[src/rtl/btn_conditioner.sv]
// rtl/btn_conditioner.sv - two-flop synchroniser, ms-tick debouncer and press/release pulser per button.
// Optional auto-repeat of btn_press while held: define BTN_CONDITIONER_AUTOREPEAT_EN.
module btn_conditioner #(
  parameter int WIDTH       = 4,
  parameter int DEBOUNCE_MS = 20
) (
  input  logic             clk,
  input  logic             rst_n,
  input  logic [15:0]      ticks_per_milli,
  input  logic [WIDTH-1:0] btn_raw,
  output logic [WIDTH-1:0] btn_stable,
  output logic [WIDTH-1:0] btn_press,
  output logic [WIDTH-1:0] btn_release,
  output logic             ms_tick
);

  localparam logic [7:0] DB_LIMIT = 8'(DEBOUNCE_MS);

  logic [WIDTH-1:0] sync1_q, sync1_d;
  logic [WIDTH-1:0] sync2_q, sync2_d;
  logic [15:0]      presc_q, presc_d;
  logic [15:0]      limit_m1;
  logic             wrap;
  logic             ms_tick_q, ms_tick_d;
  logic [7:0]       cnt_q [WIDTH];
  logic [7:0]       cnt_d [WIDTH];
  logic [WIDTH-1:0] stable_q, stable_d;
  logic [WIDTH-1:0] press_q, press_d;
  logic [WIDTH-1:0] release_q, release_d;
  logic [WIDTH-1:0] repeat_d;

  // A limit change below the current count wraps immediately rather than running to 0xFFFF.
  always_comb begin
    limit_m1  = (ticks_per_milli == 16'd0) ? 16'd0 : ticks_per_milli - 16'd1;
    wrap      = (presc_q >= limit_m1);
    presc_d   = wrap ? 16'd0 : presc_q + 16'd1;
    ms_tick_d = wrap;
    sync1_d   = btn_raw;
    sync2_d   = sync1_q;
  end

  always_comb begin
    stable_d  = stable_q;
    press_d   = '0;
    release_d = '0;
    for (int i = 0; i < WIDTH; i++) begin
      cnt_d[i] = cnt_q[i];
      if (sync2_q[i] == stable_q[i]) begin
        cnt_d[i] = 8'd0;
      end else if (ms_tick_q) begin
        if (cnt_q[i] + 8'd1 == DB_LIMIT) begin
          stable_d[i]  = sync2_q[i];
          press_d[i]   = sync2_q[i];
          release_d[i] = ~sync2_q[i];
          cnt_d[i]     = 8'd0;
        end else begin
          cnt_d[i] = cnt_q[i] + 8'd1;
        end
      end
    end
  end

`ifdef BTN_CONDITIONER_AUTOREPEAT_EN
  localparam logic [9:0] REPEAT_FIRST  = 10'd500;
  localparam logic [9:0] REPEAT_RELOAD = 10'd400;

  logic [9:0] hold_q [WIDTH];
  logic [9:0] hold_d [WIDTH];

  // Reloading to 400 after each repeat yields the 100 ms cadence without a second counter.
  always_comb begin
    repeat_d = '0;
    for (int i = 0; i < WIDTH; i++) begin
      hold_d[i] = hold_q[i];
      if (!stable_q[i]) begin
        hold_d[i] = 10'd0;
      end else if (ms_tick_q) begin
        if ((hold_q[i] + 10'd1 == REPEAT_FIRST) && stable_d[i]) begin
          hold_d[i]   = REPEAT_RELOAD;
          repeat_d[i] = 1'b1;
        end else begin
          hold_d[i] = hold_q[i] + 10'd1;
        end
      end
    end
  end

  always_ff @(posedge clk or negedge rst_n) begin
    if (!rst_n) begin
      for (int i = 0; i < WIDTH; i++) hold_q[i] <= 10'd0;
    end else begin
      for (int i = 0; i < WIDTH; i++) hold_q[i] <= hold_d[i];
    end
  end
`else
  assign repeat_d = '0;
`endif

  always_ff @(posedge clk or negedge rst_n) begin
    if (!rst_n) begin
      sync1_q   <= '0;
      sync2_q   <= '0;
      presc_q   <= 16'd0;
      ms_tick_q <= 1'b0;
      stable_q  <= '0;
      press_q   <= '0;
      release_q <= '0;
      for (int i = 0; i < WIDTH; i++) cnt_q[i] <= 8'd0;
    end else begin
      sync1_q   <= sync1_d;
      sync2_q   <= sync2_d;
      presc_q   <= presc_d;
      ms_tick_q <= ms_tick_d;
      stable_q  <= stable_d;
      press_q   <= press_d | repeat_d;
      release_q <= release_d;
      for (int i = 0; i < WIDTH; i++) cnt_q[i] <= cnt_d[i];
    end
  end

  assign btn_stable  = stable_q;
  assign btn_press   = press_q;
  assign btn_release = release_q;
  assign ms_tick     = ms_tick_q;

endmodule
[config.mk]
export PLATFORM = sky130hd
export DESIGN_NAME = btn_conditioner
export DESIGN_NICKNAME = d
export VERILOG_FILES = /design/src/rtl/btn_conditioner.sv
export SDC_FILE = /design/constraint.sdc
export NUM_CORES = 1
export LEC_CHECK = 0
export CORE_MARGIN = 8
export CORE_UTILIZATION = 58
export CTS_CLUSTER_SIZE = 8
export DETAILED_ROUTE_END_ITERATION = 10
export GPL_TIMING_DRIVEN = 0
export MAX_ROUTING_LAYER = met4
export PLACE_DENSITY_LB_ADDON = 0.3
export SLEW_MARGIN = 20
export SYNTH_ARGS = -nofsm -noshare
export SYNTH_HDL_FRONTEND = slang
export SYNTH_SLANG_ARGS = --single-unit
[constraint.sdc]
create_clock -name clk -period 2.2 [get_ports clk]
set_input_delay 0.55 -clock clk [delete_from_list [all_inputs] [get_ports clk]]
set_output_delay 0.55 -clock clk [all_outputs]
set_load 0.02 [all_outputs]
==> results.toml, run 1 <==
[power_and_ir_drop]
p_clk_frac = 0.342
swShare = 0.307
seqPwrFrac = 0.409
switchingPower_uw = 1140
power_density_nw_per_um2 = 690
p_comb_frac = 0.249
peakVddDrop_uv = 444
p_leak_uw = 0.00236
p_total_uw = 3730
p_int_uw = 2580

[logic_synthesis]
synth-main-ff-cell = "dfrtp_1"
ys_warn_count = 0
synth-edff-count = 0
synthesis.nets = 481
yosys-top-cells-area = "dfrtp_1 (42%), ha_1 (8.2%), xor2_1 (7.4%)"
synth_top_area_frac = 0.418
synth_seq_area_share = 0.418
synthArstFlopShare = 1.00
synth_seq_cells = 69
syn_area_per_cell_um2 = 9.55
synth.distinct_cells = 45
postSynthCellCount = 432
synth_area_um2 = 4130
yosysTopAreaCell = "dfrtp_1"

[setup_path]
critical_path_class = "in -> reg"
worstPathArrival_ns = 3.53
reg2reg_depth = 6
r2r_end = "btn_stable[2]"
reg2reg_from = "cnt_q[8]"
startpoint_type = "input pin"
cp-end-kind = "flip-flop"
reg2reg_slack_ns = 0.11
worstPathMaxFanout = 6
worstPathRequired_ns = 2.45

[placed_design]
place_hpwl_mm = 6.38
postPlaceCellArea_um2 = 4720
port_buffers = 34
place_congestion = 0.885

[clock_network]
path_clk_slew_ns = 0.08
clkLatencyLatePin_ns = 0.35
ctsRootBufferMaster = "clkbuf_8"
clkSinkCount = 69
hold_buffers = 0
htreeDepth = 3
tritoncts = "done"
numCtsBuffers = 9
cts.path.max_buffers = 2

[sta]
period_minus_slack_ns = 3.28
clock_skew_ns = 0.00982
layout_setup_ws_ns = -1.08
setup_viol = 17
timing.final.crit_share = 1.49
maxSlewHeadroom = 0.488
slew_viol_final = 0
timing.fmax_ghz = 0.305
final_hold_viol_count = 0
worst_pin_slew_ns = 0.762
rsz0062_at_grt = "yes"
holdWs_ns = 0.107

[outcome]
violations = "setup timing"
outcome = "complete, but fails checks"

[final_layout]
syn_to_final_growth_pct = 30.9
utilization = 0.791
final_nets = 548
layout-drive-gt1-share = 0.200
multi_input_area_um2 = 2590
num-fill-cells = 425
regArea_um2 = 1730
antenna_cells = 0
fin_area_um2 = 5400

[detailed_routing]
postRouteAntennaNets = 0
drcViolationCount = 0
drt_wl_total_mm = 10.3
vias = 3552
via_per_inst = 5.92
drtIter0Drc = 128
dr.pass1.iters = 4
wl_per_cell_um = 17.2

[global_route]
gr-total-overflow = 0
grt_usage = 0.209
grt_pass1_vias = 3705
antenna_found_initial = 0
grt_pass1_wl_mm = 16.6
grt_max_degree = 45

[floorplanning]
die_x_um = 100
io_pins = 35
core-area_um2 = 6830
start_util = 0.604
die_h_um = 100
num_rows = 30
dieArea_um2 = 10100

[worst_hold_path]
hold_class = "in -> async"

[job]
maxCapViolCount = 0
-- logic make-up (layout without fill, tap and decap cells) --
family / count (synthesis) / count (layout) / share of synthesized area
mux: 9 / 9 / 0.0230
simple gates: 185 / 185 / 0.229
flops: 69 / 69 / 0.418
buf+inv: 21 / 93 / 0.0218
compound gates: 64 / 64 / 0.105
fa+ha+maj: 27 / 27 / 0.0818
xor+xnor: 57 / 57 / 0.121
-- sequential cells by signal (all words and copies together), names as in the netlist --
register,count
btn_press,4
btn_release,4
btn_stable,4
cnt_q,32
ms_tick,1
presc_q,16
sync1_q,4
sync2_q,4
-- layout by cell type, fill, tap and decap left out, types with 5 or more instances in the layout --
cell,count
ha_1,23
buf_6,6
a31oi_1,6
a21o_1,6
a21oi_1,10
buf_4,16
a311oi_1,5
a211oi_2,16
or3_1,7
nor3_1,13
clkbuf_1,8
nand2_1,40
xnor2_1,22
clkbuf_8,11
xor2_1,35
clkdlybuf4s50_1,24
nand4_1,7
mux2i_1,5
nor2_1,41
dfrtp_1,69
and3_1,6
nand3_1,24
nor4_1,6
-- repair_timing --
| item | in CTS | in global routing |
|---|---|---|
| gates resized for setup | 44 | 23 |
| cloned | 2 | 1 |
| buffers inserted | 12 | 7 |
| pin swaps | 17 | 23 |
| endpoints found under the setup margin | 19 | 23 |
-- metrics by stage --
stage,setup TNS (ns),cells,worst slack (ns)
3_3_place_gp,-142.78,562,-1.79
6_report,-17.78,600,-1.08
5_1_grt,-18.41,600,-1.11
2_1_floorplan,-16.88,432,-1.06
4_1_cts,-17.01,593,-1.07
3_5_place_dp,-30.89,563,-1.88
-- metal layers --
layer  GRT usage  share of wire  vias to the layer above
met5           -              0                        -
met4       0.136          0.041                        0
met3      0.0346          0.032                       34
met2       0.361           0.52                      118
met1       0.218           0.40                     1708
li1            -              -                     1692
-- cell usage after synthesis (all sizes together) (3+ instances only) --
cell type and instances:
a211oi 18, a21o 6, a21oi 13, a311oi 5, a31oi 6, and2 4
and3 6, and3b 4, and4 4, buf 4, clkbuf 11, dfrtp 69
ha 27, inv 5, mux2 4, mux2i 5, nand2 44, nand3 24
nand4 7, nor2 42, nor3 16, nor4 12, o21a 3, o21ai 5
o22ai 4, or3 8, xnor2 22, xor2 35
-- area by class of cell --
| class | instances | share of cell area |
|---|---|---|
| Multi-Input combinational cell | 342 | 0.479 |
| Sequential cell | 69 | 0.320 |
| Timing Repair Buffer | 56 | 0.106 |
| Clock buffer | 10 | 0.0255 |
| Buffer | 15 | 0.0222 |
| Tap cell | 96 | 0.0222 |
| Clock inverter | 6 | 0.0204 |
| Inverter | 6 | 0.00440 |
-- how the worst max path moves through the flow --
stage,startpoint,endpoint,slack (ns),cells after the start
2_1_floorplan,ticks_per_milli[6],ms_tick,-1.06,13
3_3_place_gp,ticks_per_milli[6],ms_tick,-1.79,14
3_5_place_dp,ticks_per_milli[6],presc_q[8],-1.88,14
4_1_cts,ticks_per_milli[9],presc_q[8],-1.07,14
5_1_grt,ticks_per_milli[7],presc_q[8],-1.11,14
6_report,ticks_per_milli[7],presc_q[8],-1.08,14
-- critical path, stage by stage --
cell and delay, ns:
buf_8 0.10, or4_4 0.53, or3_4 0.38, or2_1 0.23
buf_6 0.14, buf_8 0.12, nand2_4 0.05, ha_4 0.19
a21o_1 0.17, a21o_1 0.22, a211oi_4 0.29, o21ai_4 0.15
clkbuf_8 0.19, a211oi_2 0.21
-- power groups by stage --
stage          clock [uW]  sequential, uW  combinational (uW)
4_1_cts              1280            1510                 813
6_report             1270            1520                 927
2_1_floorplan           0            1500                 479
3_5_place_dp            0            1530                 697
3_3_place_gp            0            1520                 645
5_1_grt              1350            1540                1010
No activity file was read; power rests on OpenSTA's default activity.
==> run 2, diff against run 1 <==
--- a/config.mk
+++ b/config.mk
@@ -5,6 +5,7 @@
 export SDC_FILE = /design/constraint.sdc
 export NUM_CORES = 1
 export LEC_CHECK = 0
+export ABC_CLOCK_PERIOD_IN_PS = 2200
 export CORE_MARGIN = 8
 export CORE_UTILIZATION = 58
 export CTS_CLUSTER_SIZE = 8
==> results of run 2 <==
Final layout, timing and power as in run 1 (identical DEF).
==> run 3, diff against run 2 <==
==> constraint.sdc (replaced) <==
create_clock -name clk -period 2.2 [get_ports clk]
set_input_delay 0.44 -clock clk [delete_from_list [all_inputs] [get_ports clk]]
set_output_delay 0.44 -clock clk [all_outputs]
set_load 0.02 [all_outputs]
==> results.toml, run 3 (same netlist as run 1, synthesis figures left out) <==
[outcome]
outcome = "complete, but fails checks"
violations = "setup timing"

[clock_network]
tritoncts = "done"
numCtsBuffers = 9
clkSinkCount = 69
clkLatencyLatePin_ns = 0.35
htreeDepth = 3
ctsRootBufferMaster = "clkbuf_8"
path_clk_slew_ns = 0.08
cts.path.max_buffers = 2

[final_layout]
largest-register = "cnt_q"
largest_reg_flops = 32
antenna_cells = 0
layout-drive-gt1-share = 0.200
largestRegisters = "cnt_q x32, presc_q x16"
layout_commonest_cell = "dfrtp_1"
final_nets = 549
syn_to_final_growth_pct = 31.1
utilization = 0.792
final_cell_mix = "dfrtp_1 (69), nor2_1 (41), nand2_1 (40)"
fin_area_um2 = 5410

[setup_path]
worstPathRequired_ns = 2.45
crit_chain = "buf_8, or4_4, or3_4, or2_1, buf_6, buf_8, nand2_4, ha_4, a21o_1, a21o_1, a211oi_4, o21ai_4, clkbuf_8, a211oi_2"
worstPathMaxFanout = 6
critical_path_class = "in -> reg"
cp-end-kind = "flip-flop"
crit_path_max_incr_delay_ns = 0.53
worstPathArrival_ns = 3.42
cp_slowest_cell = "or4_4"
startpoint_type = "input pin"

[power_and_ir_drop]
switchingPower_uw = 1150
p_leak_uw = 0.00237
swShare = 0.307
seqPwrFrac = 0.409
p_comb_frac = 0.249
power_density_nw_per_um2 = 689
p_clk_frac = 0.342
p_int_uw = 2580
peakVddDrop_uv = 445

[floorplanning]
io_pins = 35
num_rows = 30
dieArea_um2 = 10100
core-area_um2 = 6830
die_x_um = 100
die_h_um = 100
start_util = 0.604

[detailed_routing]
wl_met2_mm = 5.41
vias = 3555
dr.pass1.iters = 5
met3_length_um = 336
via_per_inst = 5.92
postRouteAntennaNets = 0
top_layer = "met4"
drt_wl_total_mm = 10.3
wl_per_cell_um = 17.2
drcViolationCount = 0
wl_met1_mm = 4.16
drtIter0Drc = 118

[global_route]
grt_pass1_wl_mm = 16.6
grt_pass1_vias = 3713
antenna_found_initial = 0
grt_max_degree = 45
gr-total-overflow = 0
grt_usage = 0.209

[sta]
finalSetupTns_ns = -15.89
rsz0062_at_grt = "yes"
holdWs_ns = 0.356
timing.fmax_ghz = 0.316
slew_viol_final = 0
maxSlewHeadroom = 0.486
layout_setup_ws_ns = -0.966
period_minus_slack_ns = 3.17
worst_pin_slew_ns = 0.766
setup_viol = 17
timing.final.crit_share = 1.44
clock_skew_ns = 0.00990
final_hold_viol_count = 0

[placed_design]
place_congestion = 0.885
postPlaceCellArea_um2 = 4720
port_buffers = 34
place_hpwl_mm = 6.38

[job]
maxCapViolCount = 0

[worst_hold_path]
hold_class = "reg -> reg"
## run 3: cell types whose count changed in the layout (fill, tap and decap cells not counted)
cell and change:
dlygate4sd3_1 +1
## run 3: worst max-delay path: cells and delay by family
kind                     cells  cell delay, ns
AO/OA/AOI/OAI                5            1.04
adder cells (fa/ha/maj)      1            0.19
buffers and inverters        4            0.55
AND/OR/NAND/NOR              4            1.19
## run 3: final cells by class
class                      count  area, um^2
buffer                        15         120
clock buffer                  10         138
clock inverter                 6         110
fill                         424        1420
inverter                       6        23.8
multi-input combinational    342        2590
sequential                    69        1730
tap                           96         120
timing repair buffer          57         584
## run 3: path summary, 6_finish.rpt
kind	from	end	slack, ns	cells after the start
worst max-delay path	ticks_per_milli[7]	presc_q[8]	-0.97	14
worst max register to register	cnt_q[8]	btn_stable[2]	0.12	6
worst min register to register	sync1_q[0]	sync2_q[0]	0.36	0
max in group asynchronous	rst_n	cnt_q[23]	1.12	3
min in group asynchronous	rst_n	cnt_q[30]	0.54	2
worst min-delay path	sync1_q[0]	sync2_q[0]	0.36	0
## run 3: per-stage QoR
| step | std cells | worst slack [ns] | power [uW] |
|---|---|---|---|
| floorplan | 432 | -0.946 | 1970 |
| global placement | 562 | -1.68 | 2170 |
| detailed placement | 563 | -1.77 | 2230 |
| CTS | 594 | -0.960 | 3610 |
| finish | 601 | -0.966 | 3730 |
| global route | 601 | -1.00 | 3900 |
## run 3: power by group through the flow
| stage | Sequential [uW] | Clock, uW | Combinational (uW) |
|---|---|---|---|
| 2_1_floorplan | 1500 | 0 | 479 |
| 3_3_place_gp | 1520 | 0 | 645 |
| 5_1_grt | 1540 | 1350 | 1020 |
| 4_1_cts | 1510 | 1280 | 814 |
| 6_report | 1520 | 1280 | 930 |
| 3_5_place_dp | 1530 | 0 | 697 |
## run 3: what timing repair did
item / 4_1_cts / 5_1_grt
hold buffers: 1 / 0
gates resized for setup: 44 / 23
gates cloned: 2 / 1
pin swaps: 17 / 23
endpoints found under the hold margin: 16 / 0
endpoints found under the setup margin: 19 / 23
buffers inserted: 12 / 7
## run 3: per-layer routing
layer | global-route usage | vias to the layer above
met4 | 0.136 | 0
li1 | - | 1696
met2 | 0.361 | 110
met3 | 0.0346 | 36
met1 | 0.218 | 1713
met5 | - | -
